==> src/rtl/sevenseg_pkg.sv <==
// Shared constants and helpers for the seven-segment timer display.
package sevenseg_pkg;

  localparam logic [6:0] SEG_BLANK = 7'h7F;

  // Active-low {g,f,e,d,c,b,a} patterns; entry k sits at index k.
  localparam logic [15:0][6:0] SEG_TABLE = {
    7'b0001110,  // F
    7'b0000110,  // E
    7'b0100001,  // d
    7'b1000110,  // C
    7'b0000011,  // b
    7'b0001000,  // A
    7'b0010000,  // 9
    7'b0000000,  // 8
    7'b1011000,  // 7
    7'b0000010,  // 6
    7'b0010010,  // 5
    7'b0011001,  // 4
    7'b0110000,  // 3
    7'b0100100,  // 2
    7'b1111001,  // 1
    7'b1000000   // 0
  };

  // Clock cycles per counted step; 0 flags an unusable configuration.
  function automatic int unsigned calc_div(input int unsigned clk_hz, input int unsigned tick_hz);
    return (tick_hz == 0) ? 0 : clk_hz / tick_hz;
  endfunction

  // Prescaler width, never narrower than one bit.
  function automatic int unsigned calc_pw(input int unsigned div);
    return (div <= 2) ? 1 : $clog2(div);
  endfunction

endpackage

==> src/rtl/sevenseg_enc.sv <==
// Combinational 4-bit value to active-low seven-segment pattern.
module sevenseg_enc
  import sevenseg_pkg::*;
(
  input  logic [3:0] nibble,
  output logic [6:0] seg
);

  assign seg = SEG_TABLE[nibble];

endmodule

==> src/rtl/sevenseg_timer_display.sv <==
// Cascaded BCD up/down timer with hex-mode override and registered
// seven-segment outputs. Define SEVENSEG_LEADING_ZERO_BLANK_EN to blank
// leading zero digits (digit 0 always shown).
module sevenseg_timer_display
  import sevenseg_pkg::*;
#(
  parameter int unsigned CLK_HZ     = 50_000_000,
  parameter int unsigned TICK_HZ    = 1,
  parameter int unsigned NUM_DIGITS = 6
) (
  input  logic                      CLK,
  input  logic                      RST,
  input  logic                      run,
  input  logic                      clear,
  input  logic                      down,
  input  logic                      mode,
  input  logic [4*NUM_DIGITS-1:0]   value,
  output logic [7*NUM_DIGITS-1:0]   hex,
  output logic                      tick,
  output logic                      wrap
);

  localparam int unsigned DIV = calc_div(CLK_HZ, TICK_HZ);
  localparam int unsigned PW  = calc_pw(DIV);
  localparam logic [PW-1:0] PRE_LAST = PW'(DIV - 1);

  if (DIV < 1) begin : g_bad_div
    $error("sevenseg_timer_display: CLK_HZ/TICK_HZ must be at least 1");
  end

  logic [PW-1:0] pre_q, pre_d;
  logic [3:0]    digit_q [NUM_DIGITS];
  logic [3:0]    digit_d [NUM_DIGITS];
  logic          tick_int;
  logic          carry_c;
  logic [3:0]    nib_c   [NUM_DIGITS];
  logic [6:0]    seg_c   [NUM_DIGITS];
  logic [6:0]    disp_c  [NUM_DIGITS];

  // Prescaler advance and ripple carry/borrow through the BCD digits.
  always_comb begin
    tick_int = run && (pre_q == PRE_LAST);
    pre_d    = pre_q;
    if (run) begin
      pre_d = (pre_q == PRE_LAST) ? '0 : pre_q + PW'(1);
    end
    carry_c = tick_int;
    for (int i = 0; i < NUM_DIGITS; i++) begin
      digit_d[i] = digit_q[i];
      if (carry_c) begin
        if (down) begin
          digit_d[i] = (digit_q[i] == 4'd0) ? 4'd9 : 4'(digit_q[i] - 4'd1);
          carry_c    = (digit_q[i] == 4'd0);
        end else begin
          digit_d[i] = (digit_q[i] == 4'd9) ? 4'd0 : 4'(digit_q[i] + 4'd1);
          carry_c    = (digit_q[i] == 4'd9);
        end
      end
    end
  end

  // Counter state; clear drops any tick landing in the same cycle.
  always_ff @(posedge CLK) begin
    if (RST || clear) begin
      pre_q <= '0;
      tick  <= 1'b0;
      wrap  <= 1'b0;
      for (int i = 0; i < NUM_DIGITS; i++) digit_q[i] <= 4'd0;
    end else begin
      pre_q <= pre_d;
      tick  <= tick_int;
      wrap  <= carry_c;
      for (int i = 0; i < NUM_DIGITS; i++) digit_q[i] <= digit_d[i];
    end
  end

  // Per-digit source select and encoder.
  for (genvar g = 0; g < NUM_DIGITS; g++) begin : g_digit
    assign nib_c[g] = mode ? value[4*g +: 4] : digit_q[g];
    sevenseg_enc u_enc (
      .nibble (nib_c[g]),
      .seg    (seg_c[g])
    );
  end

`ifdef SEVENSEG_LEADING_ZERO_BLANK_EN
  logic zero_run_c;

  // Blank digits above digit 0 while they and everything above them are zero.
  always_comb begin
    zero_run_c = 1'b1;
    for (int i = NUM_DIGITS - 1; i >= 0; i--) begin
      zero_run_c = zero_run_c && (nib_c[i] == 4'd0);
      disp_c[i]  = (zero_run_c && (i != 0)) ? SEG_BLANK : seg_c[i];
    end
  end
`else
  // Every digit shown as encoded.
  always_comb begin
    for (int i = 0; i < NUM_DIGITS; i++) disp_c[i] = seg_c[i];
  end
`endif

  // Display register, refreshed every cycle.
  always_ff @(posedge CLK) begin
    if (RST) begin
      hex <= {NUM_DIGITS{SEG_BLANK}};
    end else begin
      for (int i = 0; i < NUM_DIGITS; i++) hex[7*i +: 7] <= disp_c[i];
    end
  end

endmodule

==> config.mk <==
export PLATFORM = sky130hd
export DESIGN_NAME = sevenseg_timer_display
export DESIGN_NICKNAME = d
export VERILOG_FILES = /design/src/rtl/sevenseg_pkg.sv /design/src/rtl/sevenseg_enc.sv /design/src/rtl/sevenseg_timer_display.sv
export SDC_FILE = /design/constraint.sdc
export NUM_CORES = 1
export LEC_CHECK = 0
export CAP_MARGIN = 0
export CORE_MARGIN = 5
export CORE_UTILIZATION = 55
export CTS_CLUSTER_DIAMETER = 60
export CTS_CLUSTER_SIZE = 28
export DETAILED_ROUTE_END_ITERATION = 16
export PLACE_DENSITY = 0.8
export SLEW_MARGIN = 40
export SYNTH_ARGS = -nofsm -noshare
export SYNTH_HDL_FRONTEND = slang
export SYNTH_SLANG_ARGS = --single-unit
export TNS_END_PERCENT = 1
==> constraint.sdc <==
create_clock -name CLK -period 4.9 [get_ports CLK]
set_clock_uncertainty 0.05 [all_clocks]
set_input_delay 0.98 -clock CLK [delete_from_list [all_inputs] [get_ports CLK]]
set_output_delay 0.98 -clock CLK [all_outputs]
set_load 0.01 [all_outputs]
# After elaboration in Yosys (flattened, before gate mapping)
# Memories as Yosys holds them, arrays and structs flattened. A register that Yosys moved wholly into a read port is not among the register bits.
# Cells that the tools add are included.
# op_classes
muxes	51
n_eq_ne	7
addsub	13
n_reduce_logical	9
bitwise	7
# ops
op	n
$mux 4	36
$add 26x1->26 const B	1
$eq 26x26->1 const B	1
$mux 26	1
$add 4x1->4 const B	6
$eq 4x4->1 const B	6
$logic_not 4->1	6
$sub 4x1->4 const B	6
$mux 1	14
$or 1x1->1	6
$reduce_or 2->1	1
$logic_and 1x1->1	1
$logic_or 1x1->1	1
$not 1->1	1
# totals
mem_bits_rw	24
register_bits	28
mem_bits_ro	672
n_memories	7
wordCells	97
output_inout_bits	44
# mem_list
name	depth	word_bits	read_ports	rd_ports_with_merged_regs	write_ports	line	text
(name not given)	16	7	1	1	0	sevenseg_enc.sv:9	assign seg = SEG_TABLE[nibble];
(name not given)	16	7	1	1	0	sevenseg_enc.sv:9	
(name not given)	16	7	1	1	0	sevenseg_enc.sv:9	
(name not given)	16	7	1	1	0	sevenseg_enc.sv:9	
(name not given)	16	7	1	1	0	sevenseg_enc.sv:9	
(name not given)	16	7	1	1	0	sevenseg_enc.sv:9	
1 more memories	-	-	-	-	-	-	

# Longest topological paths before layout
# Gate-level depths: netlist of run 1.
# logic_depth
word_depth	9
ltp_mapped	9
mapped_depth_nobuf	6

# Modules after synthesis
# Synthesis of run 1 repeated with hierarchy kept, for this count alone.
# unflattened
cells_unflattened	722
area_unflattened_um2	6119.6
# modules_own_cells
module	cells_per_inst	area_per_inst_um2	n_inst
sevenseg_timer_display	520	4529.3	1
sevenseg_enc at g_digit[0].u_enc ...	35	259.0	3
sevenseg_enc at g_digit[1].u_enc ...	32	266.5	2
sevenseg_enc at g_digit[4].u_enc	33	280.3	1

# Worst setup path after synthesis of run 1
# No wires, ideal clock.
# synth_path
kind	input port to flip-flop
startpoint	input port mode
endpoint	register hex[31]
slack_ns	1.237
setup_time_ns	0.123
arrival_time_ns	3.489
cell_stages	8
required_time_ns	4.727
cell_sequence	clkbuf_1 -> buf_1 -> buf_1 -> mux2i_1 -> inv_1 -> ha_1 -> mux4_2 -> or2_2
# synth_via
elab_chain_len	1
# synth_rtl
item	line	text
start, declared	sevenseg_timer_display.sv:16	input logic mode,
$mux 4	sevenseg_timer_display.sv:79	assign nib_c[g] = mode ? value[4*g +: 4] : digit_q[g];
end, declared	sevenseg_timer_display.sv:18	output logic [7*NUM_DIGITS-1:0] hex,
# No other way between the ends.
# A chain may end at the register's enable or synchronous reset.

==> tab_implementation.tex, run 1 <==
\begin{tabular}{lr}
\hline
Metric & Value \\
\hline
\multicolumn{2}{l}{\textbf{Outcome}} \\
\quad Result of the run & completed \\
\multicolumn{2}{l}{\textbf{Logic synthesis}} \\
\quad Post-synthesis cell type with the largest combined area & sky130\_fd\_sc\_hd\_\_dfxtp\_1 \\
\quad Ys async rst share & 0 \\
\quad Area share of the leading cell type in the synthesized netlist & 0.3324 \\
\quad Post-synthesis cell area & 5660 um2 \\
\quad \#FFs+latches synth & 94 \\
\quad Number of enable flip-flop cells after synthesis & 0 \\
\quad Net Count, Synth & 744 \\
\quad Most used flip-flop cell after synthesis & sky130\_fd\_sc\_hd\_\_dfxtp\_1 \\
\quad Mean instance size in the synthesized netlist & 8.361 um2 \\
\quad Ranking of synthesized cells by area & sky130\_fd\_sc\_hd\_\_dfxtp\_1 33\%, sky130\_fd\_sc\_hd\_\_ha\_1 8.2\%, sky130\_fd\_sc\_hd\_\_mux2i\_1 6.0\% \\
\quad Number of standard cells after synthesis & 677 \\
\quad Count of cell types in the netlist & 59 \\
\quad Share of synthesized area occupied by flip-flops and latches & 0.3324 \\
\quad Warnings, synthesis & 0 \\
\multicolumn{2}{l}{\textbf{Clock network}} \\
\quad Resize count post-CTS & 0 \\
\quad Post-cts hold buffer count & 0 \\
\quad Number of sinks on the clock net & between 90 and 100 \\
\quad Buffer count from post-CTS setup fixing & 0 \\
\quad Maximum root-to-sink buffer count & 2 \\
\quad TritonCTS clock tree & built \\
\quad Clock latency on the worst-skew pair & around 0.36 ns \\
\quad TritonCTS buffer count & 9 \\
\quad Maximum level of the CTS H-tree & 3 \\
\quad Clk Tree Root Cell & sky130\_fd\_sc\_hd\_\_clkbuf\_8 \\
\quad Post-CTS clock slew at the launch and capture registers of the worst setup and hold paths & 0.08 ns \\
\multicolumn{2}{l}{\textbf{Layout}} \\
\quad Multi-input logic area & 3493 um2 \\
\quad Ant. Diodes & 0 \\
\quad Syn-to-layout area delta & 16.84\% \\
\quad Nets & 790 \\
\quad Sequential Area & 1882 um2 \\
\quad Post-route cell area & between 6000 and 7000 um2 \\
\quad Fraction of layout cells with a size suffix above 1 & 0.07025 \\
\quad Number of inserted filler cells in the final layout & roughly 860 \\
\multicolumn{2}{l}{\textbf{Global routing}} \\
\quad Global-route wire length before repair & 21.21 mm \\
\quad Via count of the first global-routing pass & 4648 \\
\quad Met3 usage & 0.04511 \\
\quad GR peak layer & met2 \\
\quad Pin count of the biggest net entering global routing & 33 \\
\quad Met2 Resource Use GR & 0.3341 \\
\quad Global-route usage over all layers & 0.1988 \\
\quad Met1 track demand over resource & 0.2532 \\
\quad Final global-route overflow total & 0 \\
\quad Antenna violations before repair & 0 \\
\multicolumn{2}{l}{\textbf{Placed design}} \\
\quad Routability congestion estimate & 0.9115 \\
\quad HPWL reported at the end of detailed placement & 9.215 mm \\
\quad Count of buffers from port buffering & 73 \\
\quad Post-detailed-placement cell area & $\sim$6400 um2 \\
\multicolumn{2}{l}{\textbf{Drt}} \\
\quad Drt drc & 0 \\
\quad Iter 0 DRT Violations & between 300 and 400 \\
\quad Overall via count from detail\_route & 5035 \\
\quad Remaining antenna violation count after routing & 0 \\
\quad Routed length per instance & $\sim$15 um \\
\quad DRT Pass-1 Iters & 5 \\
\quad Final wirelength & 12.75 mm \\
\quad Number of vias per cell after detailed routing & 5.841 \\
\multicolumn{2}{l}{\textbf{Power and ir drop}} \\
\quad Maximum vdd drop & between 100 and 150 uV \\
\quad Switching power share of the total & 0.2494 \\
\quad Register share of total power & 0.507 \\
\quad Leakage power & between 2 and 2.5 nW \\
\quad Power dissipated by switching net loads & about 400 uW \\
\quad Clock network power share & 0.325 \\
\quad Power per cell area & $\sim$240 nW/um2 \\
\quad Pint & between 1 and 1.5 mW \\
\quad Combinational share of power & 0.169 \\
\multicolumn{2}{l}{\textbf{Setup path}} \\
\quad Startpoint-to-endpoint class of the critical path & in -> reg \\
\quad Critical register-to-register path startpoint & pre\_q[0] \\
\quad Arrival time at the worst endpoint & between 3 and 4 ns \\
\quad Max incr delay on CP & 0.65 ns \\
\quad CP cell instances & clkdlybuf4s50\_1, or3b\_2, a21boi\_1, or4b\_4, or3\_1, a21oi\_1 \\
\quad Cell type group with the largest total delay on the critical path & simple AND/OR/NAND/NOR gates \\
\quad Required time of the critical path & 5.13 ns \\
\quad Start point of the critical path & down \\
\quad Top fanout value on the critical path & 11 \\
\quad Buf+Inv Stages, Crit Path & 1 \\
\quad Startpoint types & input pin \\
\quad Slowest cell on crit path & sky130\_fd\_sc\_hd\_\_clkdlybuf4s50\_1 \\
\quad Nature of the critical path endpoint & register \\
\multicolumn{2}{l}{\textbf{Flow run}} \\
\quad Max capacitance violation total & 0 \\
\multicolumn{2}{l}{\textbf{STA}} \\
\quad Final worst-path cycle share & 0.6679 \\
\quad Slew Limit Headroom & 0.4393 \\
\quad Setup repair after global routing missed its margin & false \\
\quad Slew at the pin with the worst max-slew slack & between 0.8 and 0.9 ns \\
\quad Final number of setup-violating endpoints & 0 \\
\quad Total negative slack for setup checks & 0 ns \\
\quad Number of hold violations in the final report & 0 \\
\quad WHS & 0.4951 ns \\
\quad Clock period minus worst slack & 3.273 ns \\
\quad Max-slew violations & 0 \\
\quad Highest attainable clock frequency & about 300 MHz \\
\multicolumn{2}{l}{\textbf{Hold path}} \\
\quad Path class of the lowest-slack min-delay path & reg -> reg \\
\quad Min-Delay Startpoint & pre\_q[1] \\
\multicolumn{2}{l}{\textbf{Floorplan}} \\
\quad Overall die height & 111.4 um \\
\quad Row Count & 37 \\
\quad Area of the core & 10180 um2 \\
\quad Die boundary width & 111.4 um \\
\quad I/O pin total & 74 \\
\quad Die footprint & $\sim$12000 um2 \\
\quad Starting Density & 0.5558 \\
\hline
\end{tabular}
-- tightest hold or removal path: cells and delay by family, from the launching register on --
kind	cells	cell delay (ns)
flops	1	0.36
simple gates	1	0.08
mux	1	0.08
-- per-layer routing --
metal,wire length (um),vias to the layer above,part of all wire
met1,5756,2344,0.45
met4,167,0,0.013
met2,6151,165,0.48
li1,-,2513,-
met5,0,-,0
met3,669,13,0.052
-- logic make-up after synthesis --
group                      after synthesis  synth area share
muxes                                   43           0.08400
xor gates and xnor gates                32           0.04951
and+or+nand+nor                        238            0.2224
adders and majority gates               37           0.08179
AOI/OAI and AO/OA                      159            0.1777
DFF                                     94            0.3324
buffers and inverters                   74           0.05217
-- sequential cells by signal, summed over array words and instances (netlist names) --
name,count
hex,42
pre_q,26
digit_q,24
tick,1
wrap,1
-- stage by stage --
step | worst slack, ns | std cells | power [mW] | util
finish | 1.627 | 862 | 1.579 | 0.6494
global route | 1.548 | 862 | 1.651 | 0.6494
CTS | 1.658 | 862 | 1.587 | 0.6486
detailed placement | 1.283 | 848 | 1.082 | 0.6301
global placement | 1.353 | 848 | 1.073 | 0.6299
floorplan | 1.237 | 677 | 0.9679 | -
-- final timing paths --
kind | end | slack, ns | cells after the start
setup reg to reg | digit_q[0][12] | 2.36 | 6
setup / recovery | digit_q[0][12] | 1.63 | 6
hold reg to reg | pre_q[1] | 0.50 | 2
hold / removal | pre_q[1] | 0.50 | 2
-- cell usage after synthesis, types with 18 or more instances --
master / number
sky130_fd_sc_hd__a21oi_1: 32
sky130_fd_sc_hd__a31oi_1: 18
sky130_fd_sc_hd__clkbuf_1: 35
sky130_fd_sc_hd__dfxtp_1: 94
sky130_fd_sc_hd__ha_1: 37
sky130_fd_sc_hd__inv_1: 31
sky130_fd_sc_hd__mux2i_1: 34
sky130_fd_sc_hd__nand2_1: 46
sky130_fd_sc_hd__nand2b_1: 19
sky130_fd_sc_hd__nor2_1: 64
sky130_fd_sc_hd__o21ai_0: 47
sky130_fd_sc_hd__xnor2_1: 21
-- final cells by class --
type,instances,area share
clock buffer,13,0.02403
inverter,31,0.01759
multi-input combinational,509,0.5282
timing repair buffer,78,0.1154
clock inverter,1,0.004540
tap,136,0.02573
sequential,94,0.2845
-- power by group through the flow --
stage	clock network, mW	logic, mW	registers, mW
floorplan	0	0.133	0.834
global placement	0	0.256	0.818
detailed placement	0	0.263	0.818
CTS	0.522	0.264	0.800
global route	0.557	0.290	0.803
finish	0.512	0.266	0.800
-- layout by cell type (no fill, tap or decap), types with 3 or more instances in the layout --
cell type	n
sky130_fd_sc_hd__a211oi_1	9
sky130_fd_sc_hd__a21oi_1	32
sky130_fd_sc_hd__a311oi_1	3
sky130_fd_sc_hd__a31oi_1	18
sky130_fd_sc_hd__a32oi_1	3
sky130_fd_sc_hd__and3_1	9
sky130_fd_sc_hd__buf_4	5
sky130_fd_sc_hd__clkbuf_8	11
sky130_fd_sc_hd__clkdlybuf4s50_1	72
sky130_fd_sc_hd__dfxtp_1	94
sky130_fd_sc_hd__ha_1	37
sky130_fd_sc_hd__inv_1	31
sky130_fd_sc_hd__mux2_2	6
sky130_fd_sc_hd__mux2i_1	32
sky130_fd_sc_hd__mux4_2	3
sky130_fd_sc_hd__nand2_1	46
sky130_fd_sc_hd__nand2b_1	18
sky130_fd_sc_hd__nand3_1	16
sky130_fd_sc_hd__nand3b_1	10
sky130_fd_sc_hd__nand4_1	9
sky130_fd_sc_hd__nor2_1	64
sky130_fd_sc_hd__nor2b_1	8
sky130_fd_sc_hd__nor3_1	12
sky130_fd_sc_hd__nor4_1	6
sky130_fd_sc_hd__nor4b_1	6
sky130_fd_sc_hd__o211ai_1	11
sky130_fd_sc_hd__o21a_1	3
sky130_fd_sc_hd__o21ai_0	47
sky130_fd_sc_hd__o221ai_1	7
sky130_fd_sc_hd__o22ai_1	7
sky130_fd_sc_hd__o311a_1	3
sky130_fd_sc_hd__o311ai_0	3
sky130_fd_sc_hd__or2_2	10
sky130_fd_sc_hd__or3_1	4
sky130_fd_sc_hd__or3b_2	5
sky130_fd_sc_hd__xnor2_1	21
sky130_fd_sc_hd__xor2_1	11
Note: power is estimated with default switching activity, not from simulation.
==> inputs of run 2 (changes only) <==
CORE_UTILIZATION = 51   (was 55)
PLACE_DENSITY = 0.78   (was 0.8)
clock period = 2.75 ns   (was 4.9 ns; I/O delays follow)
==> tab_implementation.tex, run 2 (synthesis results as in run 1) <==
\begin{tabular}{lr}
\hline
Metric & Value \\
\hline
\multicolumn{2}{l}{\textbf{Floorplan}} \\
\quad Die footprint & 13310 um2 (+7.1\%) \\
\quad Die boundary width & 115.4 um (+3.5\%) \\
\quad I/O pin total & 74 (unchanged) \\
\quad Area of the core & 10840 um2 (+6.4\%) \\
\quad Overall die height & 115.4 um (+3.5\%) \\
\quad Row Count & 38 (+2.7\%) \\
\quad Starting Density & 0.5222 (-0.03361) \\
\multicolumn{2}{l}{\textbf{Clock network}} \\
\quad TritonCTS clock tree & built \\
\quad Maximum level of the CTS H-tree & 3 (unchanged) \\
\quad Clk Tree Root Cell & sky130\_fd\_sc\_hd\_\_clkbuf\_8 \\
\quad Clock latency on the worst-skew pair & 0.36 ns (about the same) \\
\quad Buffer count from post-CTS setup fixing & 0 (unchanged) \\
\quad TritonCTS buffer count & 9 (unchanged) \\
\quad Post-CTS clock slew at the launch and capture registers of the worst setup and hold paths & 0.09 ns (about the same) \\
\quad Number of sinks on the clock net & 94 (unchanged) \\
\quad Maximum root-to-sink buffer count & 2 (unchanged) \\
\multicolumn{2}{l}{\textbf{Layout}} \\
\quad Nets & 832 (+5.3\%) \\
\quad Number of inserted filler cells in the final layout & 913 (+5.8\%) \\
\quad Final non-filler cell total & 909 (+5.5\%) \\
\quad Post-route cell area & 6963 um2 (+5.3\%) \\
\quad Leading cell types in the layout, fill and taps excluded & 94 x sky130\_fd\_sc\_hd\_\_dfxtp\_1, 71 x sky130\_fd\_sc\_hd\_\_clkdlybuf4s50\_1, 64 x sky130\_fd\_sc\_hd\_\_nor2\_1, 47 x sky130\_fd\_sc\_hd\_\_o21ai\_0 \\
\quad Ant. Diodes & 0 (unchanged) \\
\quad Multi-input logic area & 3507 um2 (+0.39\%) \\
\quad Syn-to-layout area delta & 23.01\% \\
\quad Sequential Area & 1882 um2 (unchanged) \\
\quad Register containing the most flip-flops in the final layout & hex \\
\quad Largest register FFs & 42 (unchanged) \\
\quad Fraction of layout cells with a size suffix above 1 & 0.1248 (+0.05459) \\
\quad Regs by FF count & hex x42, pre\_q x26, digit\_q x24 \\
\quad Most common cell after layout, fill and taps aside & sky130\_fd\_sc\_hd\_\_dfxtp\_1 \\
\multicolumn{2}{l}{\textbf{Drt}} \\
\quad Remaining antenna violation count after routing & 0 (unchanged) \\
\quad Number of vias per cell after detailed routing & 5.684 (-2.7\%) \\
\quad Final wirelength & 13.31 mm (+4.4\%) \\
\quad Iter 0 DRT Violations & 339 (-11\%) \\
\quad Drt drc & 0 (unchanged) \\
\quad Routed length per instance & 14.64 um (-0.97\%) \\
\quad Overall via count from detail\_route & 5167 (+2.6\%) \\
\quad DRT Pass-1 Iters & 5 (unchanged) \\
\multicolumn{2}{l}{\textbf{Setup path}} \\
\quad Top fanout value on the critical path & 10 (-1) \\
\quad Slowest cell on crit path & sky130\_fd\_sc\_hd\_\_or4\_4 \\
\quad Worst path depth & 6 (unchanged) \\
\quad Nature of the critical path endpoint & register \\
\quad Arrival time at the worst endpoint & 2.82 ns (-0.69 ns) \\
\quad Cell type group with the largest total delay on the critical path & simple AND/OR/NAND/NOR gates \\
\quad Max incr delay on CP & 0.56 ns (-0.09 ns) \\
\quad Buf+Inv Stages, Crit Path & 1 (unchanged) \\
\quad Depth of the worst register-to-register path & 6 (unchanged) \\
\quad CP cell instances & clkdlybuf4s50\_1, nand4\_2, or4\_4, or4b\_4, or3\_1, a21oi\_1 \\
\quad Startpoint types & input pin \\
\quad Startpoint-to-endpoint class of the critical path & in -> reg \\
\quad Required time of the critical path & 3.00 ns (-2.13 ns) \\
\multicolumn{2}{l}{\textbf{Power and ir drop}} \\
\quad Maximum vdd drop & 227.3 uV (+54\%) \\
\quad Total Power & 2.856 mW (+81\%) \\
\quad Power per cell area & 410.1 nW/um2 (+72\%) \\
\quad Leakage power & 2.668 nW (+8.4\%) \\
\multicolumn{2}{l}{\textbf{STA}} \\
\quad Max-slew violations & 0 (unchanged) \\
\quad Slew Limit Headroom & 0.6518 (+0.2125) \\
\quad Slew at the pin with the worst max-slew slack & 0.5078 ns (-0.3333 ns) \\
\quad Final worst-path cycle share & 0.9372 \\
\quad Setup repair after global routing missed its margin & false \\
\quad Final number of setup-violating endpoints & 0 (unchanged) \\
\quad Highest attainable clock frequency & 388.0 MHz \\
\quad WHS & 0.4945 ns (-0.0006040 ns) \\
\quad Clock period minus worst slack & 2.577 ns \\
\quad Number of hold violations in the final report & 0 (unchanged) \\
\multicolumn{2}{l}{\textbf{Global routing}} \\
\quad Final global-route overflow total & 0 (unchanged) \\
\quad Antenna violations before repair & 0 (unchanged) \\
\quad Pin count of the biggest net entering global routing & 27 (-18\%) \\
\quad Via count of the first global-routing pass & 4935 (+6.2\%) \\
\quad Global-route wire length before repair & 22.26 mm (+4.9\%) \\
\quad Global-route usage over all layers & 0.2018 (+0.003071) \\
\multicolumn{2}{l}{\textbf{Placed design}} \\
\quad Count of buffers from port buffering & 73 (unchanged) \\
\quad Total instance count after detailed placement & 894 (+5.4\%) \\
\quad Routability congestion estimate & 0.9041 (-0.81\%) \\
\quad Post-detailed-placement cell area & 6771 um2 (+5.5\%) \\
\quad HPWL reported at the end of detailed placement & 10.09 mm (+9.5\%) \\
\multicolumn{2}{l}{\textbf{Hold path}} \\
\quad Path class of the lowest-slack min-delay path & reg -> reg \\
\quad Worst Hold Depth & 2 (unchanged) \\
\multicolumn{2}{l}{\textbf{Outcome}} \\
\quad Result of the run & completed \\
\multicolumn{2}{l}{\textbf{Flow run}} \\
\quad Max capacitance violation total & 0 (unchanged) \\
\hline
\end{tabular}
[run 2: changes by cell type in the layout (fill, tap and decap cells not counted), sizes merged]
| cell | change |
|---|---|
| buf | +42 |
| clkbuf | -2 |
| clkdlybuf4s50 | -1 |
| clkinv | +2 |
| clkinvlp | +1 |
| dlymetal6s2s | +1 |
[run 2: cell type report]
class | count | share of cell area
Clock inverter | 4 | 0.006828
Inverter | 31 | 0.01671
Multi-Input combinational cell | 509 | 0.5037
Timing Repair Buffer | 120 | 0.1571
Tap cell | 140 | 0.02516
Sequential cell | 94 | 0.2703
Clock buffer | 11 | 0.02031
[run 2: metrics by stage]
stage,TNS (ns),util,setup slack (ns)
floorplan,-0.08406,-,-0.04204
global placement,-1.620,0.6247,-0.2195
detailed placement,-2.168,0.6247,-0.2582
CTS,0,0.6421,0.06821
global route,0,0.6423,0.07153
finish,0,0.6423,0.1726
[run 2: metal layers]
metal,GRT usage,wire [um],vias to the layer above
li1,-,-,2595
met1,0.2460,5815,2404
met2,0.3619,6617,149
met3,0.02842,687,19
met4,0.07121,189,0
met5,0,0,-
[run 2: what timing repair did]
action	4_1_cts	5_1_grt
hold buffers	0	0
setup endpoints to repair	0	2
gates resized for setup	0	1
[run 2: final timing paths]
path              slack (ns)             end     start
setup reg to reg        0.23  digit_q[0][16]  pre_q[0]
hold / removal          0.49        pre_q[1]  pre_q[1]
setup / recovery        0.17  digit_q[0][16]       run
hold reg to reg         0.49        pre_q[1]  pre_q[1]
[run 2: where the power goes]
| group | internal, mW | switching [mW] |
|---|---|---|
| clock | 0.438 | 0.480 |
| sequential | 1.41 | 0.0126 |
| combinational | 0.266 | 0.246 |
[run 2: tightest hold or removal path, stage by stage (launching register included)]
cell,delay [ns]
sky130_fd_sc_hd__dfxtp_1,0.36
sky130_fd_sc_hd__mux2i_1,0.08
sky130_fd_sc_hd__nor2_1,0.07
